<file path="config.mk">
export PLATFORM = sky130hd
export DESIGN_NAME = stream_demux4
export DESIGN_NICKNAME = d
export VERILOG_FILES = /design/src/rtl/stream_demux4.sv
export SDC_FILE = /design/constraint.sdc
export NUM_CORES = 1
export LEC_CHECK = 0
export BUFFER_PORTS_ARGS = -buffer_cell sky130_fd_sc_hd__buf_2
export CORE_MARGIN = 2
export CORE_UTILIZATION = 30
export CTS_CLUSTER_SIZE = 16
export DETAILED_ROUTE_END_ITERATION = 6
export PLACE_DENSITY = 0.55
export REMOVE_ABC_BUFFERS = 1
export SLEW_MARGIN = 20
export SYNTH_ARGS = -nofsm -noshare
export SYNTH_HDL_FRONTEND = slang
export SYNTH_SLANG_ARGS = --single-unit
export TNS_END_PERCENT = 100
</file>
<file path="constraint.sdc">
create_clock -name clk -period 5.3 [get_ports clk]
set_clock_uncertainty 0.1 [all_clocks]
set_input_delay 0.265 -clock clk [delete_from_list [all_inputs] [get_ports clk]]
set_output_delay 0.265 -clock clk [all_outputs]
set_load 0.1 [all_outputs]
</file>
<file path="src/rtl/stream_demux4.sv">
`default_nettype none
// ============================================================================
//  Module   : stream_demux4
//  Purpose  : Packet-aware 1-to-4 stream demultiplexer. The destination
//             channel is sampled on the first beat of each packet and held
//             until that packet's last beat is accepted. Each output channel
//             has one registered slot (data/last/valid), so channels drain
//             independently of one another.
//  Ports    : clk        - clock, rising edge
//             rst        - asynchronous active-high reset
//             s_data     - input beat data [DW]
//             s_valid    - input beat present
//             s_last     - input beat ends its packet
//             s_ready    - input beat accepted when high with s_valid
//             sel        - destination channel, used on packet start only
//             m_data     - output data, channel k at [k*DW +: DW]
//             m_valid    - per-channel output beat present [4]
//             m_last     - per-channel last-beat flag [4]
//             m_ready    - per-channel downstream accept [4]
//             busy       - a multi-beat packet is mid-route
//             cur_sel    - currently locked channel
//             pkt_count  - completed packets, all channels, wraps at 16 bits
//  Revision : 1.0  initial release
// ============================================================================
module stream_demux4 #(
    parameter int DW = 16
) (
    input  logic              clk,
    input  logic              rst,
    input  logic [DW-1:0]     s_data,
    input  logic              s_valid,
    input  logic              s_last,
    output logic              s_ready,
    input  logic [1:0]        sel,
    output logic [4*DW-1:0]   m_data,
    output logic [3:0]        m_valid,
    output logic [3:0]        m_last,
    input  logic [3:0]        m_ready,
    output logic              busy,
    output logic [1:0]        cur_sel,
    output logic [15:0]       pkt_count
);

    localparam logic [0:0] c_IDLE  = 1'b0;
    localparam logic [0:0] c_ROUTE = 1'b1;

    logic [0:0]    r_state;
    logic [1:0]    r_lock_sel;
    logic [15:0]   r_pkt_count;
    logic [DW-1:0] r_data [4];
    logic [3:0]    r_valid;
    logic [3:0]    r_last;

    logic [1:0]    w_ch;
    logic          w_accept;
    logic [3:0]    w_load;

    // On a packet's first beat sel steers directly; afterwards the locked
    // channel is used so that sel changes mid-packet have no effect.
    assign w_ch = (r_state == c_ROUTE) ? r_lock_sel : sel;

    // A slot can take a new beat when empty or when it is being drained in
    // this same cycle. Held low during reset so nothing is accepted.
    assign s_ready  = ~rst & (~r_valid[w_ch] | m_ready[w_ch]);
    assign w_accept = s_valid & s_ready;

    generate
        for (genvar k = 0; k < 4; k++) begin : g_ch
            assign w_load[k]             = w_accept & (w_ch == 2'(k));
            assign m_data[k*DW +: DW]    = r_data[k];
        end
    endgenerate

    // Packet routing state and completed-packet counter.
    always_ff @(posedge clk or posedge rst) begin
        if (rst) begin
            r_state     <= c_IDLE;
            r_lock_sel  <= 2'd0;
            r_pkt_count <= 16'd0;
        end else if (w_accept) begin
            if (r_state == c_IDLE) begin
                r_lock_sel <= sel;
                if (!s_last) begin
                    r_state <= c_ROUTE;
                end
            end else if (s_last) begin
                r_state <= c_IDLE;
            end
            if (s_last) begin
                r_pkt_count <= r_pkt_count + 16'd1;
            end
        end
    end

    // Output slots: a load wins over a drain, which keeps valid high and
    // replaces the contents when a slot is emptied and refilled together.
    always_ff @(posedge clk or posedge rst) begin
        if (rst) begin
            r_valid <= 4'd0;
            r_last  <= 4'd0;
            for (int k = 0; k < 4; k++) begin
                r_data[k] <= '0;
            end
        end else begin
            for (int k = 0; k < 4; k++) begin
                if (w_load[k]) begin
                    r_data[k]  <= s_data;
                    r_last[k]  <= s_last;
                    r_valid[k] <= 1'b1;
                end else if (r_valid[k] && m_ready[k]) begin
                    r_valid[k] <= 1'b0;
                end
            end
        end
    end

    assign m_valid   = r_valid;
    assign m_last    = r_last;
    assign busy      = (r_state == c_ROUTE);
    assign cur_sel   = r_lock_sel;
    assign pkt_count = r_pkt_count;

endmodule
`default_nettype wire

</file>
# After elaboration in Yosys (flattened, before gate mapping)
# Index checks and enable logic that the tools add are counted.
# word_totals
word_cells	53
register_bits	91
# op_classes
order_cmp	1
n_eq_ne	3
muxes	14
reduce_logical	10
addsub	1
bitwise_logic	9
# op_table
op	n
adder 16 x 1 -> 16 bit (second input constant)	1
2-to-1 mux 1 bit	11
nonzero test 2 bit	4
bitwise AND 1 bit	6
binary-select mux 1 bit (select 2 bit)	2
equality test 2 bit (second input constant)	2
logical AND 1 bit	4
less-than comparator 2 x 3 -> 1 bit (second input constant)	1
equality test 2 x 1 -> 1 bit (second input constant)	1
logical NOT 2 bit	1
2-to-1 mux 2 bit	1
NOT 1 bit	2
AND reduction 2 bit	1
OR 1 bit	1

# Depth between registers and ports, before layout
# Gate-level depths: netlist of the first run.
# depth
word_depth	9
depth_mapped	6

# Least setup slack after synthesis of the first run
# OpenSTA, ideal clock, no wires.
# synth_timing
path_type	flip-flop to output port
from	reg r_state, in the netlist busy
to	out s_ready
path_slack_ns	1.491
arrival_time_ns	3.444
stages_incl_launch_ff	6
cell_sequence	dfrtp_1 > mux2i_4 > mux2i_1 > mux2_4 > buf_6 > nor2_1
# synth_between
elab_chain_cells	6
# synth_rtl
element	line	rtl
start: declaration	47	logic [0:0] r_state;
start signal: assignment	77	r_state <= c_IDLE;
start signal: assignment	84	r_state <= c_ROUTE;
start signal: assignment	87	r_state <= c_IDLE;
2-to-1 mux 2 bit (*)	n/a	
binary-select mux 1 bit (select 2 bit)	64	assign s_ready = ~rst & (~r_valid[w_ch] | m_ready[w_ch]);
2-to-1 mux 1 bit (implied by the code)	64	
NOT 1 bit	64	
OR 1 bit (*)	64	
bitwise AND 1 bit (*)	64	
end: declaration	33	output logic s_ready,
# Mark *: on every way between the ends. The rest lies on a longest branch, timed or not. The select of a mux whose other input is x is not followed.

# Worst setup path in the final report of the first run
# Same ends and word-level chain as after synthesis.

==> results of run 1 <==
## path summary, 6_finish.rpt
path | from | to
min in group asynchronous | rst | pkt_count[13]
worst min register to register | pkt_count[15] | pkt_count[15]
worst min-delay path | s_data[10] | m_data[10]
worst max-delay path | busy | s_ready
max in group asynchronous | rst | m_valid[1]
worst max register to register | busy | m_data[20]
## metal layers
| layer | routed length (um) | part of all wire (%) | up-vias | GRT usage (%) |
|---|---|---|---|---|
| met5 | 0 | 0 | - | 0 |
| met4 | 112 | 1.3 | 0 | 4.524 |
| met3 | 706 | 8.3 | 9 | 5.753 |
| met2 | 3725 | 44 | 85 | 19.61 |
| met1 | 3923 | 46 | 1215 | 17.93 |
| li1 | - | - | 1131 | - |
## per-stage QoR
stage,utilization [%],setup WS (ns),cells
floorplan,-,1.582,243
finish,39.94,2.464,547
global placement,37.49,2.749,530
global route,39.94,2.313,547
CTS,39.94,2.437,547
detailed placement,37.49,2.688,530
## layout make-up
class / count / area (sq um) / area share, %
well taps: 168 / 210.2 / 4.364
inverters: 6 / 23.77 / 0.4935
flip-flops and latches: 91 / 2277 / 47.27
clock buffers: 10 / 239.0 / 4.961
multi-input cells: 146 / 1410 / 29.27
repair buffers: 120 / 610.6 / 12.68
clock inverters: 6 / 46.29 / 0.9610
## kinds of logic after synthesis
group / Yosys count / share of synthesized area, %
flops: 91 / 60.93
xor+xnor: 15 / 3.515
simple gates: 46 / 9.441
mux: 75 / 22.97
fa+ha+maj: 1 / 0.3347
compound gates: 9 / 1.305
buf+inv: 11 / 1.506
## cells in the final DEF (no fill, tap or decap), types with 3 or more instances in the layout
| master | Yosys | layout |
|---|---|---|
| sky130_fd_sc_hd__buf_2 | 3 | 117 |
| sky130_fd_sc_hd__dfrtp_1 | 91 | 91 |
| sky130_fd_sc_hd__mux2_2 | 69 | 69 |
| sky130_fd_sc_hd__nand2_1 | 10 | 10 |
| sky130_fd_sc_hd__xor2_1 | 10 | 10 |
| sky130_fd_sc_hd__clkbuf_16 | 0 | 9 |
| sky130_fd_sc_hd__nor4_2 | 8 | 8 |
| sky130_fd_sc_hd__o21ai_0 | 7 | 7 |
| sky130_fd_sc_hd__nor2_1 | 6 | 6 |
| sky130_fd_sc_hd__inv_1 | 6 | 5 |
| sky130_fd_sc_hd__nand2b_1 | 5 | 5 |
| sky130_fd_sc_hd__xnor2_1 | 5 | 5 |
| sky130_fd_sc_hd__nand3_1 | 4 | 4 |
| sky130_fd_sc_hd__mux2i_1 | 3 | 3 |
| sky130_fd_sc_hd__nor3_2 | 3 | 3 |
| sky130_fd_sc_hd__inv_6 | 0 | 3 |
## registers in the layout (all words and copies together), names as in the netlist
| name | count |
|---|---|
| m_valid | 4 |
| pkt_count | 16 |
| m_last | 4 |
| cur_sel | 2 |
| m_data | 64 |
| busy | 1 |
## worst max-delay path, cell delays in order, from the launching register on
cell and delay, ns:
sky130_fd_sc_hd__dfrtp_1 0.48, sky130_fd_sc_hd__mux2i_4 0.50, sky130_fd_sc_hd__mux2i_1 0.17, sky130_fd_sc_hd__mux2_4 0.41, sky130_fd_sc_hd__nor2_1 0.12, sky130_fd_sc_hd__buf_2 0.43
## timing repair
action	CTS	global route
hold buffers	1	0
endpoints found under the hold margin	39	0
setup endpoints to repair	0	0
==> flow_summary.toml, run 1 <==
[run_status]
outcome = "complete, no violations"

[routing]
via_count_of_the_routed_design = 2440
ant_nets = 0
drt_pass1_iterations = 4
drt_iter0_markers = 91
detail_route.wl_per_cell_um = 15.48
route.detailed.vias_per_inst = 4.461
drt_drc_violations_left = 0
postRouteWirelength_mm = 8.468

[global_routing]
grt_start_max_net_pins = 53
globalRouteTotalUtil_pct = 13.41
first_global_vias = 2519
grt_remaining_overflow = 0
antenna_found_initial = 0
grt_pass1_wl_mm = 13.57

[synthesis]
synth_most_common_cell = "sky130_fd_sc_hd__dfrtp_1"
postSynthCellCount = 248
syn_avg_cell_area_sq_um = 15.07
synth.top_cells.by_count = "sky130_fd_sc_hd__dfrtp_1 (91), sky130_fd_sc_hd__mux2_2 (69), sky130_fd_sc_hd__nand2_1 (10), sky130_fd_sc_hd__xor2_1 (10), sky130_fd_sc_hd__nor4_2 (8)"
ys_top_cells_by_area = "sky130_fd_sc_hd__dfrtp_1 (61%), sky130_fd_sc_hd__mux2_2 (21%), sky130_fd_sc_hd__nor4_2 (2.7%)"
synth_area_sq_um = 3737
synthesis.yosys.warnings = 0
async_reset_ff_share_pct = 100.0
synth-edff-count = 0
total_of_flip_flops_plus_latches_after_synthesis = 91
sequential_cell_area_fraction_in_the_yosys_report_pct = 60.93
synth.top_cell.area_share_pct = 60.93
synth_largest_area_cell = "sky130_fd_sc_hd__dfrtp_1"
postSynth.topFlopCell = "sky130_fd_sc_hd__dfrtp_1"
post_synth_cell_types = 29

[placed_design]
count_of_port_buffers_added_during_placement = 117
post_dp_cell_area_sq_um = 4522
finalWeightedCongestion = 0.7612
hpwlAfterDp_mm = 5.895

[sta]
hold_viol_final = 0
timing.final.crit_period_ns = 2.836
max_slew_margin_pct = 35.83
finalSetupViolations = 0
grt_setup_unrepaired = "false"
max_clock_freq_mhz = 352.6
hold-worst-slack_ns = 0.08881
timing.final.max_slew_violations = 0
worst_pin_slew_ns = 0.9594
tns_ns = 0
min_period_over_period_pct = 53.52

[die]
die_h_um = 115.6
fp.dieArea_sq_um = 13370
floorplan.initialDensity_pct = 30.99
ioPinCount = 118
floorplan.die.width_um = 115.6
core-area_sq_um = 12060
rows = 40

[cells_and_area]
area.growth.synth_to_final_pct = 28.89
proportion_of_layout_cells_with_a_drive_suffix_above_1_pct = 59.37
num_antenna_cells = 0
nets = 401
final.fill_count = 1188
fin_area_sq_um = 4817

[clocking]
clock_tree.root_cell = "sky130_fd_sc_hd__clkbuf_16"
cts_max_path_buffers = 2
clk_latency_ns = 0.35
ctsHtreeMaxLevel = 3
post_cts_resize_count = 0
numCtsBuffers = 9
cts.reportedPaths.clkPinSlew_ns = 0.07
cts.sink_count = 91
tritoncts = "built"
postCtsSetupBuffers = 0

[worst_setup_path]
timing.critical_path.to_type = "output pin"
critPathArrivalTime_ns = 2.47
timing.setup.critical_path_class = "reg -> out"
path_max_fanout = 18
required_ns = 4.93
timing.reg2reg.worst_path_depth = 4
crit_path_start_kind = "flop"
reg2reg_slack_ns = 2.75

[min_path]
hp-class = "in -> reg"
timing.hold.worst_path_depth = 2

[run]
maxCapViolCount = 0
Power of run 1 is left out: the tool's default activity adds up to more than one toggle a clock period on the data nets, which glitch-free logic cannot reach.
==> run 2, diff against run 1 <==
- PLACE_DENSITY: 0.55 -> 0.57
- clock period: 5.3 -> 2.41 ns (I/O delays scaled with it)
==> run 2 against run 1 <==
Compared with the run above: count of clock-buffer cells in the layout up 2; global-route usage grew 0.65 points; wire length grew 5.3%; register-to-register slack got worse by 2.6 ns; critical path type unchanged; critical endpoint unchanged.
==> flow_summary.toml, run 2 (synthesis gave the netlist of run 1 again) <==
[worst_setup_path]
path_max_fanout = 6
required_ns = 2.19
crit_start = "busy"
timing.critical_path.to_type = "output pin"
timing.reg2reg.worst_path_depth = 7
crit-reg2reg-launch = "busy"
critPathArrivalTime_ns = 2.00
slowest_delay_ns = 0.50
crit_path_start_kind = "flop"
critical_path.cell_chain = "mux2i_4 > mux2i_1 > mux2_4 > nor2_1 > buf_12"
timing.setup.critical_path_class = "reg -> out"
critical-path-slowest-cell = "sky130_fd_sc_hd__dfrtp_1"

[cells_and_area]
most-common-layout-cells = "sky130_fd_sc_hd__buf_2 (116), sky130_fd_sc_hd__dfrtp_1 (91), sky130_fd_sc_hd__mux2_2 (69), sky130_fd_sc_hd__dlygate4sd3_1 (18), sky130_fd_sc_hd__buf_4 (15)"
num_antenna_cells = 0
nets = 432
final.fill_count = 1137
area.growth.synth_to_final_pct = 36.89
proportion_of_layout_cells_with_a_drive_suffix_above_1_pct = 57.80
multi_input_area_sq_um = 1419
largest_reg_flops = 64
fin_area_sq_um = 5116
area.sequential_sq_um = 2277
commonest_non_fill_non_tap_cell_in_the_layout = "sky130_fd_sc_hd__buf_2"

[global_routing]
first_global_vias = 2743
antenna_found_initial = 0
grt_remaining_overflow = 0
grt_pass1_wl_mm = 14.35
globalRouteTotalUtil_pct = 14.06
grt_start_max_net_pins = 71

[routing]
via_count_of_the_routed_design = 2582
ant_nets = 0
postRouteWirelength_mm = 8.915
detail_route.wl_per_cell_um = 15.42
drt_iter0_markers = 80
route.detailed.vias_per_inst = 4.467
drt_pass1_iterations = 4
drt_drc_violations_left = 0

[die]
floorplan.initialDensity_pct = 30.99
rows = 40
core-area_sq_um = 12060
ioPinCount = 118
die_h_um = 115.6
fp.dieArea_sq_um = 13370
floorplan.die.width_um = 115.6

[clocking]
clk_latency_ns = 0.34
cts.sink_count = 91
cts.reportedPaths.clkPinSlew_ns = 0.06
clock_tree.root_cell = "sky130_fd_sc_hd__clkbuf_16"
numCtsBuffers = 9
tritoncts = "built"
cts_max_path_buffers = 2
ctsHtreeMaxLevel = 3

[sta]
min_period_over_period_pct = 92.34
max_clock_freq_mhz = 449.4
finalSetupViolations = 0
timing.final.max_slew_violations = 0
hold_viol_final = 0
timing.final.crit_period_ns = 2.225
hold-worst-slack_ns = 0.02712
grt_setup_unrepaired = "false"
worst_pin_slew_ns = 0.5150
max_slew_margin_pct = 65.91
setup_slack_ns = 0.1846

[run]
maxCapViolCount = 0

[run_status]
outcome = "complete, no violations"

[min_path]
timing.hold.worst.start = "m_ready[3]"
hp-class = "in -> reg"
timing.hold.worst_path_depth = 3

[placed_design]
count_of_port_buffers_added_during_placement = 117
finalWeightedCongestion = 0.7535
hpwlAfterDp_mm = 6.050
post_dp_cell_area_sq_um = 4579
place_worst_setup_slack_ns = 0.09770
-- run 2: path summary, 6_finish.rpt --
path,slack [ns],end
setup / recovery,0.18,s_ready
hold / removal,0.03,m_valid[3]
setup reg to reg,0.19,pkt_count[6]
hold reg to reg,0.36,pkt_count[15]
max in group asynchronous,1.26,pkt_count[6]
min in group asynchronous,0.23,busy
-- run 2: per-layer routing --
| metal | vias to the layer above | GRT usage, % | wire length, um |
|---|---|---|---|
| met1 | 1295 | 17.42 | 3931 |
| met5 | - | 0 | 0 |
| met2 | 89 | 22.65 | 4160 |
| met4 | 0 | 5.079 | 122 |
| li1 | 1189 | - | - |
| met3 | 9 | 5.178 | 700 |
-- run 2: cell type report --
class | instances | area share, %
clock buffer | 12 | 4.818
timing repair buffer | 151 | 17.85
inverter | 6 | 0.4647
sequential | 91 | 44.51
clock inverter | 4 | 0.5136
multi-input combinational | 146 | 27.73
tap | 168 | 4.109
-- run 2: metrics by stage --
| stage | utilization (%) | cells | TNS [ns] |
|---|---|---|---|
| 2_1_floorplan | - | 243 | -47.04 |
| 3_3_place_gp | 37.97 | 534 | 0 |
| 3_5_place_dp | 37.97 | 534 | 0 |
| 4_1_cts | 41.85 | 570 | 0 |
| 5_1_grt | 42.42 | 578 | 0 |
| 6_report | 42.42 | 578 | 0 |
-- run 2: critical path: cells and delay by family, from the launching register on --
kind	cells	cell delay, ns
buf+inv	1	0.20
flops	1	0.50
mux	3	0.78
simple gates	1	0.18
-- run 2: what timing repair did --
action	4_1_cts	5_1_grt
endpoints found under the setup margin	1	1
gates resized for setup	0	1
endpoints found under the hold margin	87	0
buffers inserted	2	8
hold buffers	18	0
Power of run 2 is left out for the same reason.
==> run 3, diff against run 2 <==
--- a/constraint.sdc
+++ b/constraint.sdc
@@ -4,2 +4,2 @@
 set_output_delay 0.1205 -clock clk [all_outputs]
-set_load 0.1 [all_outputs]
+set_load 0.01 [all_outputs]
==> run 3 against run 2 <==
Compared with the run above: non-clock buffer count fell by 7; count of clock-buffer cells in the layout shrank 2; first-iteration DRC count decreased by 29%; fmax barely moved; via count decreased by 2.2%; critical path depth stayed put; utilization decreased by 0.32 points; global-route usage shrank 0.33 points.
==> flow_summary.toml, run 3 (synthesis gave the netlist of run 1 again) <==
[die]
ioPinCount = 118
die_h_um = 115.6
floorplan.die.width_um = 115.6
core-area_sq_um = 12060
fp.dieArea_sq_um = 13370
floorplan.initialDensity_pct = 30.99
rows = 40

[clocking]
clock_tree.root_cell = "sky130_fd_sc_hd__clkbuf_16"
cts.sink_count = 91
cts_max_path_buffers = 2
clk_latency_ns = 0.34
cts.reportedPaths.clkPinSlew_ns = 0.06
numCtsBuffers = 9
tritoncts = "built"
ctsHtreeMaxLevel = 3

[power_and_ir_drop]
sw_frac_of_total_pct = 31.72
sequentialPowerShare_pct = 42.0
powerDensity_nw_per_um2 = 1186
power.combinational.fraction_pct = 33.6
power.switching_uw = 1911
ir_drop_mv = 0.7420
clock_power_share_pct = 24.4
power_report.internal_total_uw = 4113
power.static_leakage_uw = 0.002421

[routing]
route.detailed.vias_per_inst = 4.432
postRouteWirelength_mm = 8.709
via_count_of_the_routed_design = 2526
drt_iter0_markers = 57
detail_route.wl_per_cell_um = 15.28
ant_nets = 0
drt_drc_violations_left = 0
drt_pass1_iterations = 4

[worst_setup_path]
timing.setup.critical_path_class = "reg -> out"
required_ns = 2.19
crit_path_start_kind = "flop"
critical_path.reg2reg.endpoint = "m_data[21]"
critPathArrivalTime_ns = 2.01
path_max_fanout = 15
timing.critical_path.to_type = "output pin"
reg2reg_slack_ns = 0.24
timing.reg2reg.worst_path_depth = 5
crit-reg2reg-launch = "busy"

[cells_and_area]
largest_reg_flops = 64
proportion_of_layout_cells_with_a_drive_suffix_above_1_pct = 56.97
area.growth.synth_to_final_pct = 35.86
area.sequential_sq_um = 2277
nets = 425
multi_input_area_sq_um = 1410
commonest_non_fill_non_tap_cell_in_the_layout = "sky130_fd_sc_hd__buf_2"
most-common-layout-cells = "sky130_fd_sc_hd__buf_2 (117), sky130_fd_sc_hd__dfrtp_1 (91), sky130_fd_sc_hd__mux2_2 (69), sky130_fd_sc_hd__dlygate4sd3_1 (19)"
num_antenna_cells = 0
final.fill_count = 1116
fin_area_sq_um = 5077

[placed_design]
count_of_port_buffers_added_during_placement = 117
finalWeightedCongestion = 0.7573
hpwlAfterDp_mm = 5.992
place_worst_setup_slack_ns = 0.1074
post_dp_cell_area_sq_um = 4564

[sta]
grt_setup_unrepaired = "false"
hold_viol_final = 0
min_period_over_period_pct = 92.42
worst_pin_slew_ns = 0.4193
setup_slack_ns = 0.1828
timing.final.crit_period_ns = 2.227
max_clock_freq_mhz = 449.0
max_slew_margin_pct = 71.49
timing.final.max_slew_violations = 0
finalSetupViolations = 0

[run_status]
outcome = "complete, no violations"

[min_path]
timing.hold.worst.start = "m_ready[0]"
timing.hold.worst_path_depth = 3
hold-path-endpoint = "m_valid[0]"
hp-class = "in -> reg"

[global_routing]
grt_start_max_net_pins = 71
grt_pass1_wl_mm = 13.81
antenna_found_initial = 0
first_global_vias = 2623
grt_remaining_overflow = 0
globalRouteTotalUtil_pct = 13.73

[run]
maxCapViolCount = 0
-- run 3: power by group through the flow --
stage | registers, uW | clock network, uW | logic, uW
floorplan | 2830 | 0 | 791
global placement | 2520 | 0 | 2000
detailed placement | 2550 | 0 | 2020
CTS | 2540 | 1520 | 2050
global route | 2620 | 1580 | 2210
finish | 2530 | 1470 | 2020
-- run 3: final cells by class --
class	count	share of cell area, %
sequential	91	44.85
multi-input combinational	146	27.77
timing repair buffer	144	16.71
clock buffer	10	4.510
tap	168	4.140
clock inverter	5	1.552
inverter	6	0.4682
-- run 3: per-layer routing --
metal,GRT usage [%],up-vias,share of wire [%]
met5,0,-,0
met4,4.286,0,1.1
met3,6.381,9,8.3
met2,20.78,82,45
met1,17.61,1264,45
li1,-,1171,-
-- run 3: timing repair --
action / CTS / global route
hold buffers: 19 / 0
setup endpoints to repair: 0 / 2
resized for setup: 0 / 0
hold endpoints to repair: 89 / 0
setup buffers: 0 / 2
-- run 3: critical path, cell delays in order, from the launching register on --
cell	delay (ns)
sky130_fd_sc_hd__dfrtp_1	0.46
sky130_fd_sc_hd__mux2i_4	0.40
sky130_fd_sc_hd__mux2i_1	0.27
sky130_fd_sc_hd__mux2_4	0.33
sky130_fd_sc_hd__nor2_1	0.07
sky130_fd_sc_hd__buf_2	0.14
-- run 3: worst max-delay path by stage --
| stage | start | end | slack, ns | depth (start not counted) |
|---|---|---|---|---|
| floorplan | rst | cur_sel[0] | -0.32 | 4 |
| global placement | busy | pkt_count[1] | 0.18 | 5 |
| detailed placement | busy | pkt_count[6] | 0.11 | 6 |
| CTS | busy | s_ready | 0.03 | 5 |
| global route | busy | s_ready | 0.02 | 5 |
| finish | busy | s_ready | 0.18 | 5 |
-- run 3: stage by stage --
step	power, uW	TNS, ns	hold WS (ns)	util (%)	std cells
after floorplan	3626	-18.09	0.1711	-	243
after global placement	4518	0	0.05905	37.84	534
after detailed placement	4578	0	0.06068	37.84	534
after CTS	6103	0	0.03381	41.97	568
after global routing	6414	0	0.06072	42.10	570
final	6023	0	0.04455	42.10	570
(Power assumes the default switching activity.)
